**src/rtl/pipeline_pkg.sv**
```systemverilog
// rtl/pipeline_pkg.sv - shared types and defaults for the MIPS pipeline stages
package pipeline_pkg;

  localparam int INST_W = 32;

  localparam logic [INST_W-1:0] NOP_INST_DEF = 32'h0000_0000;
  localparam logic [31:0]       RESET_PC_DEF = 32'h0000_0000;

  typedef enum logic [1:0] {
    IDLE = 2'd0,
    REQ  = 2'd1,
    HOLD = 2'd2
  } fetch_state_t;

endpackage

```
**src/rtl/if_id_reg.sv**
```systemverilog
// rtl/if_id_reg.sv - IF/ID pipeline register with load, hold and bubble controls
module if_id_reg
  import pipeline_pkg::*;
#(
  parameter logic [INST_W-1:0] NOP_INST = NOP_INST_DEF
) (
  input  logic              clk,
  input  logic              rst,
  input  logic              load,
  input  logic              bubble,
  input  logic [31:0]       pc4_d,
  input  logic [INST_W-1:0] inst_d,
  output logic              valid,
  output logic [31:0]       pc4,
  output logic [INST_W-1:0] inst
);

  // Bubble wins over load; with neither asserted the register holds.
  // pc4 is left untouched by a bubble since valid=0 marks it meaningless.
  always_ff @(posedge clk or posedge rst) begin
    if (rst) begin
      valid <= 1'b0;
      pc4   <= 32'h0000_0000;
      inst  <= NOP_INST;
    end else if (bubble) begin
      valid <= 1'b0;
      inst  <= NOP_INST;
    end else if (load) begin
      valid <= 1'b1;
      pc4   <= pc4_d;
      inst  <= inst_d;
    end
  end

endmodule

```
**src/rtl/if_stage.sv**
```systemverilog
// rtl/if_stage.sv - instruction fetch stage: PC, fetch FSM, skid buffer, IF/ID
module if_stage
  import pipeline_pkg::*;
#(
  parameter logic [31:0]       RESET_PC = RESET_PC_DEF,
  parameter logic [INST_W-1:0] NOP_INST = NOP_INST_DEF
) (
  input  logic              clk_i,
  input  logic              rst_i,
  input  logic              start_i,
  input  logic              stall_i,
  input  logic              flush_i,
  input  logic [31:0]       branch_target_i,
  output logic              imem_req_o,
  output logic [31:0]       imem_addr_o,
  input  logic              imem_ack_i,
  input  logic [INST_W-1:0] imem_data_i,
  output logic [31:0]       pc_o,
  output logic              ifid_valid_o,
  output logic [31:0]       ifid_pc4_o,
  output logic [INST_W-1:0] ifid_inst_o
);

  fetch_state_t      state, state_n;
  logic [31:0]       pc, pc_n, pc_plus4;
  logic [INST_W-1:0] skid_inst;
  logic [31:0]       skid_pc4;
  logic              skid_cap;
  logic              ifid_load, ifid_bubble;
  logic [31:0]       ifid_pc4_d;
  logic [INST_W-1:0] ifid_inst_d;

  assign pc_plus4    = pc + 32'd4;
  assign imem_req_o  = (state == REQ);
  assign imem_addr_o = pc;
  assign pc_o        = pc;

  // State, PC and skid buffer registers.
  always_ff @(posedge clk_i or posedge rst_i) begin
    if (rst_i) begin
      state     <= IDLE;
      pc        <= RESET_PC;
      skid_inst <= NOP_INST;
      skid_pc4  <= 32'h0000_0000;
    end else begin
      state <= state_n;
      pc    <= pc_n;
      if (skid_cap) begin
        skid_inst <= imem_data_i;
        skid_pc4  <= pc_plus4;
      end
    end
  end

  // Next state, next PC and IF/ID controls; flush and stop override the
  // normal fetch decisions so that ack data is dropped in those cycles.
  always_comb begin
    state_n     = state;
    pc_n        = pc;
    skid_cap    = 1'b0;
    ifid_load   = 1'b0;
    ifid_bubble = 1'b0;
    ifid_pc4_d  = pc_plus4;
    ifid_inst_d = imem_data_i;

    case (state)
      IDLE: begin
        ifid_bubble = 1'b1;
        if (start_i) state_n = REQ;
      end
      REQ: begin
        if (imem_ack_i && !stall_i) begin
          ifid_load = 1'b1;
          pc_n      = pc_plus4;
        end else if (imem_ack_i && stall_i) begin
          skid_cap = 1'b1;
          state_n  = HOLD;
        end else if (!stall_i) begin
          ifid_bubble = 1'b1;
        end
      end
      HOLD: begin
        if (!stall_i) begin
          ifid_load   = 1'b1;
          ifid_pc4_d  = skid_pc4;
          ifid_inst_d = skid_inst;
          pc_n        = pc_plus4;
          state_n     = REQ;
        end
      end
      default: begin
        state_n     = IDLE;
        ifid_bubble = 1'b1;
      end
    endcase

    if (state != IDLE) begin
      if (flush_i) begin
        pc_n        = {branch_target_i[31:2], 2'b00};
        ifid_bubble = 1'b1;
        ifid_load   = 1'b0;
        skid_cap    = 1'b0;
        state_n     = REQ;
      end
      if (!start_i) begin
        if (!flush_i) pc_n = pc;
        ifid_bubble = 1'b1;
        ifid_load   = 1'b0;
        skid_cap    = 1'b0;
        state_n     = IDLE;
      end
    end
  end

  if_id_reg #(
    .NOP_INST(NOP_INST)
  ) u_if_id_reg (
    .clk    (clk_i),
    .rst    (rst_i),
    .load   (ifid_load),
    .bubble (ifid_bubble),
    .pc4_d  (ifid_pc4_d),
    .inst_d (ifid_inst_d),
    .valid  (ifid_valid_o),
    .pc4    (ifid_pc4_o),
    .inst   (ifid_inst_o)
  );

endmodule

```
**config.mk**
```make
export PLATFORM = sky130hd
export DESIGN_NAME = if_stage
export DESIGN_NICKNAME = d
export VERILOG_FILES = /design/src/rtl/pipeline_pkg.sv /design/src/rtl/if_id_reg.sv /design/src/rtl/if_stage.sv
export SDC_FILE = /design/constraint.sdc
export NUM_CORES = 1
export LEC_CHECK = 0
export ABC_AREA = 1
export CAP_MARGIN = 5
export CORE_MARGIN = 4
export CORE_UTILIZATION = 50
export CTS_CLUSTER_SIZE = 30
export DETAILED_ROUTE_END_ITERATION = 8
export PLACE_DENSITY = 0.85
export SLEW_MARGIN = 20
export SYNTH_ARGS = -nofsm -noshare
export SYNTH_HDL_FRONTEND = slang
export SYNTH_SLANG_ARGS = --single-unit
```
**constraint.sdc**
```tcl
create_clock -name clk_i -period 7.1 [get_ports clk_i]
set_input_delay 1.775 -clock clk_i [delete_from_list [all_inputs] [get_ports clk_i]]
set_output_delay 1.775 -clock clk_i [all_outputs]
set_load 0.05 [all_outputs]
```
======== Yosys cells after proc, flatten, opt, wreduce, memory -nomap -nowiden ========
Cells that the tools add are included.
word-level totals
  input bits .............................. 70
  word-level logic and storage cells ...... 60
  register bits ........................... 163
operators by class
  multiplexer cells ....................... 41
  bitwise gates (word level) .............. 1
  reduce and logical (&&, ||, !) cells .... 7
  add/subtract/negate cells ............... 1
  eq/ne operators ......................... 3
operators with widths
  kind                                            number
  2-to-1 mux 32 bit                               12
  case mux 32 bit (2 select lines)                1
  adder 32 x 3 -> 32 bit (second input constant)  1
  2-to-1 mux 1 bit                                18
  2-to-1 mux 2 bit                                7
  case mux 2 bit (3 select lines)                 1
  case mux 1 bit (2 select lines)                 2
  nonzero test 2 bit                              2
  inequality test 3 bit (second input constant)   1
  == test 2 x 1 -> 1 bit (second input constant)  1
  == test 2 bit (second input constant)           1
  logical AND 1 bit                               2
  logical NOT 2 bit                               1
  AND reduction 2 bit                             1
  logical NOT 1 bit                               1
  NOT 1 bit                                       1

======== Logic depth before layout (Yosys ltp) ========
  depth in word-level cells ............... 9
  mapped depth ............................ 13
  mapped depth without buffers ............ 13

======== Cells and area by module ========
From an unflattened synthesis, not the netlist that was laid out.
unflattened totals
  cell total of the unflattened synthesis .. 1353
  area total of the unflattened synthesis .. 9374.0 um^2
modules (own cells, without submodules)
  module     cells an instance  area an instance (um^2)  instances
  if_stage   1070               6825.3                   1
  if_id_reg  283                2548.7                   1

======== Worst setup path after synthesis ========
No wires, ideal clock.
  path type ............................... input to register
  start ................................... in flush_i
  end ..................................... reg u_if_id_reg.pc4[11]
  library setup time ...................... 0.119 ns
  slack ................................... 3.962 ns
  stages .................................. 11
  arrival time ............................ 3.018 ns
  buffers on the path ..................... 2
  cell sequence ........................... buf_2 -> nand2_1 -> inv_2 -> nor2_2 -> inv_2 -> nor3_4 -> nand2_2 -> buf_6 -> a21oi_1 -> o21ai_0 -> o21a_1
between the ends
  cells in the longest elaborated chain, start to end .. 5
  elaborated cells between the ends (all ways) .. 8
  classes of those cells .................. 6 x mux; 1 x bitwise; 1 x reduce/logical
RTL lines
  element                                 RTL line         text
  start, declared                         if_stage.sv:12   input logic flush_i,
  2-to-1 mux 1 bit                        if_stage.sv:98   if (flush_i) begin
  2-to-1 mux 1 bit                        if_stage.sv:105  if (!start_i) begin
  2-to-1 mux 1 bit                        if_stage.sv:97   if (state != IDLE) begin
  NOT 1 bit (no source line)              --
  AND reduction 2 bit (no source line) *  --
  end signal, assigned                    if_id_reg.sv:30  pc4 <= pc4_d;
  end, declared                           if_id_reg.sv:14  output logic [31:0] pc4,
Mark *: on every way between the ends. The rest lies on a longest branch, timed or not.
A chain may end at the register's enable or synchronous reset.

======== Worst setup path in the final report ========
  start ................................... in flush_i
  end ..................................... reg u_if_id_reg.pc4[9]
The elaborated chain is that of the path after synthesis.

==> run summary <==
LAYOUT
------------------------------------------------------------------------------------------
Proportion of layout cells with a drive suffix above 1                             0.04758
Post-Layout Cell Count                                                                1393
Total inserted antenna cells                                                             0
Final net count                                                                       1239
Area growth, synth to finish                                                        28.76%

FLOORPLAN
------------------------------------------------------------------------------------------
Placeable Area                                                                  15940 um^2
IO Count                                                                               200
Die H                                                                             135.6 um
Chip Width                                                                        135.6 um
Starting density of the core                                                        0.5104
Placement Rows                                                                          46
Die outline area                                                                18380 um^2

POWER AND IR DROP
------------------------------------------------------------------------------------------
Share of total power in sequential cells                                             0.308
Overall power of the completed layout                                              5060 uW
Leakage component of the power                                                 0.004902 uW
Share of total power consumed by net switching                                      0.4928
PwrDens                                                                       483.0 nW/um^2
Peak ir drop on the vdd network                                                   361.4 uV
Clock group share of total power                                                     0.176
Total internal power                                                               2567 uW
Combinational fraction of design power                                               0.516
Power spent charging and discharging nets                                          2494 uW

STA
------------------------------------------------------------------------------------------
RSZ-0062 raised after global routing                                                 false
Worst slew pin tran                                                              0.9158 ns
Final count of hold timing violations                                                    0
Worst hold margin                                                                0.4791 ns
Headroom to the max-slew limit                                                      0.3888
Final-layout setup total negative slack                                               0 ns
Final number of setup-violating endpoints                                                0
Largest clock skew in the final design                                          0.01059 ns
Maximum clock rate                                                               237.8 MHz
Time the worst path needs with I/O delays and setup                               4.205 ns
Final max-slew violation count                                                           0
Crit share post-route                                                               0.5922

ROUTING
------------------------------------------------------------------------------------------
Total number of vias                                                                  7558
DR pass1 iterations                                                                      6
Iteration-0 DRC count of the detailed router                                           841
Total DRC errors in the routed layout                                                    0
Number of routed nets with antenna violations                                            0
Drt wl/cell                                                                       16.41 um
Via-per-instance ratio                                                               5.426
Total Routed Length                                                               22860 um

GLOBAL ROUTE
------------------------------------------------------------------------------------------
Vias in the first global route                                                        7298
Wire length of the first global-routing pass                                      37200 um
Overflow left after global routing                                                       0
Aggregate global-route resource usage                                               0.2542
Antenna violations before repair                                                         0
Maximum number of pins on one net before global-route repair                           103

WORST SETUP PATH
------------------------------------------------------------------------------------------
Crit path kind                                                                      in2reg
Library cell contributing the largest single delay on the critical path       clkdlybuf4s50_1
CP required                                                                        7.41 ns
Crit path capture type                                                            register
Cell family with the largest share of critical-path delay                     buffers and inverters
Maximum net fanout on the critical path                                                 49
Cells along the critical path                                                 clkdlybuf4s50_1 -> nand2_1 -> inv_2 -> nor2_2 -> inv_2 -> nor3_4 -> buf_4 -> nand2_2 -> buf_4 -> a21oi_1 -> o21ai_0 -> o21a_1
Critical path buffer and inverter count                                                  5
Arrival time worst endpoint                                                        4.52 ns
CP startpoint kind                                                              input port
Crit path largest cell delay                                                       0.53 ns

SYNTHESIS
------------------------------------------------------------------------------------------
Count of yosys warnings during synthesis                                                 0
Post-Syn Instances                                                                    1032
Sequential share of the synthesized area                                            0.4829
Number of storage elements in the synthesis netlist                                    157
Cell variety after synth                                                                38
Area of the mapped netlist                                                       8137 um^2
Synthesized area per cell                                                       7.884 um^2

CLOCK NETWORK
------------------------------------------------------------------------------------------
Post_cts resized                                                                         0
Clock tree from TritonCTS                                                            built
Count of buffers added by post-CTS timing repair for setup                               0
Number of buffers added by the clock tree synthesis step                                17
Total number of H-tree levels                                                            4
Clock sink count                                                                       157
Maximum root-to-sink buffer count                                                        2
Clock tree root buffer cell                                                      clkbuf_16
Clock edge transition at the registers on the reported setup and hold paths        0.07 ns
Skew-Pair Late Insertion Delay                                                     0.42 ns
Count of hold-fix buffers inserted at cts                                                0

PLACEMENT
------------------------------------------------------------------------------------------
Detailed placement HPWL                                                           15650 um
GP Congestion                                                                       0.9548
DP Cell Count                                                                         1361
Number of port buffers                                                                 191

MIN PATH
------------------------------------------------------------------------------------------
Path class of the lowest-slack min-delay path                                      reg2reg

OUTCOME
------------------------------------------------------------------------------------------
Status                                                                        complete, no violations

RUN
------------------------------------------------------------------------------------------
Max-cap check violation count                                                            0

cells in the mapped netlist:
cell type  instances  share of area
a211oi_1           1        0.00092
a21oi_1           51          0.031
a221oi_1           1         0.0011
a2bb2oi_1          1         0.0011
a31o_2             1         0.0011
a31oi_1            3         0.0023
buf_1              3         0.0014
buf_2              6         0.0037
buf_4             38          0.035
buf_6              2         0.0028
clkbuf_1          43          0.020
clkinv_1           2        0.00092
conb_1             1        0.00046
dfrtp_1          157           0.48
ha_1               5         0.0077
inv_1             81          0.037
inv_2              3         0.0014
mux2i_1            9          0.011
nand2_1          258           0.12
nand2_2            2         0.0015
nand3_1           61          0.038
nand4_1            7         0.0054
nor2_1            48          0.022
nor2_2             3         0.0023
nor2_4             1         0.0014
nor3_1             9         0.0055
nor3_4             1         0.0020
nor3b_1            2         0.0018
nor4_1             1        0.00077
o211ai_1          11          0.010
o21a_1            17          0.016
o21ai_0          170           0.10
o21ai_1           11         0.0068
o21bai_1           3         0.0028
o22ai_1            5         0.0038
or2_2              2         0.0015
xnor2_1            1         0.0011
xor2_1            11          0.012
path summary, 6_finish.rpt:
| check | start | cells after the start | to | slack, ns |
|---|---|---|---|---|
| hold / removal | skid_inst[8] | 2 | skid_inst[8] | 0.48 |
| max in group asynchronous | rst_i | 3 | skid_inst[28] | 3.88 |
| min in group asynchronous | rst_i | 2 | u_if_id_reg.pc4[7] | 1.94 |
| setup / recovery | flush_i | 12 | u_if_id_reg.pc4[9] | 2.90 |
| hold reg to reg | skid_inst[8] | 2 | skid_inst[8] | 0.48 |
| setup reg to reg | state[0] | 14 | u_if_id_reg.pc4[9] | 4.06 |
flip-flops by register name (all words and copies together) (netlist names):
signal,flops
state,2
u_if_id_reg.pc4,30
skid_inst,32
imem_addr_o,30
u_if_id_reg.inst,32
u_if_id_reg.valid,1
skid_pc4,30
routing by layer:
layer / GRT usage / share of wire / routed length [um] / up-vias
met5: 0 / 0 / 0 / -
met4: 0.09183 / 0.028 / 630 / 0
met3: 0.05349 / 0.078 / 1780 / 54
met2: 0.3949 / 0.47 / 10810 / 327
met1: 0.3544 / 0.42 / 9643 / 3557
li1: - / - / - / 3620
cell type report:
type / instances / area, um^2
clock buffer: 21 / 460.4
clock inverter: 11 / 108.9
fill: 1348 / 5466
inverter: 86 / 327.8
multi-input combinational: 702 / 3401
sequential: 157 / 3929
tap: 216 / 270.3
timing repair buffer: 200 / 1979
logic make-up after synthesis:
logic type                 count (synthesis)  synth area share
and+or+nand+nor                          395            0.2010
DFF                                      157            0.4829
other                                      1         0.0004609
adders and majority gates                  5          0.007689
xor gates and xnor gates                  12           0.01292
muxes                                      9           0.01107
buffers and inverters                    178            0.1024
AOI/OAI and AO/OA                        275            0.1816
power groups by stage:
| stage | Clock, uW | Sequential, uW | Combinational, uW |
|---|---|---|---|
| 2_1_floorplan | 0 | 2080 | 1300 |
| 3_3_place_gp | 0 | 1540 | 2560 |
| 3_5_place_dp | 0 | 1560 | 2600 |
| 4_1_cts | 899 | 1550 | 2610 |
| 5_1_grt | 943 | 1610 | 2800 |
| 6_report | 889 | 1560 | 2610 |
stage by stage:
stage,instance area (um^2),utilization,worst slack (ns)
after floorplan,8155,-,1.090
after global placement,9907,0.6214,2.538
after detailed placement,9907,0.6214,2.470
after CTS,10480,0.6571,2.899
after global routing,10480,0.6571,2.621
final,10480,0.6571,2.895
placed cells by master, fill, tap and decap left out, types with 4 or more instances in the layout:
cell,Yosys,routed
conb_1,1,6
nand4_1,7,7
dfrtp_1,157,157
nand2_2,2,5
clkdlybuf4s50_1,0,191
o21ai_1,11,11
o21a_1,17,17
nand2_1,258,255
nor2_1,48,48
nand3_1,61,61
nor3_1,9,9
o22ai_1,5,5
inv_1,81,80
buf_4,38,9
o211ai_1,11,11
clkinvlp_4,0,4
mux2i_1,9,9
xor2_1,11,11
o21ai_0,170,170
ha_1,5,5
a21oi_1,51,51
clkbuf_16,0,17
inv_6,0,4
tightest hold or removal path, delay by kind of cell (launching register included):
family,cells,cell delay [ns]
and+or+nand+nor,1,0.05
DFF,1,0.34
AOI/OAI and AO/OA,1,0.06
Note: power is estimated with default switching activity, not from simulation.
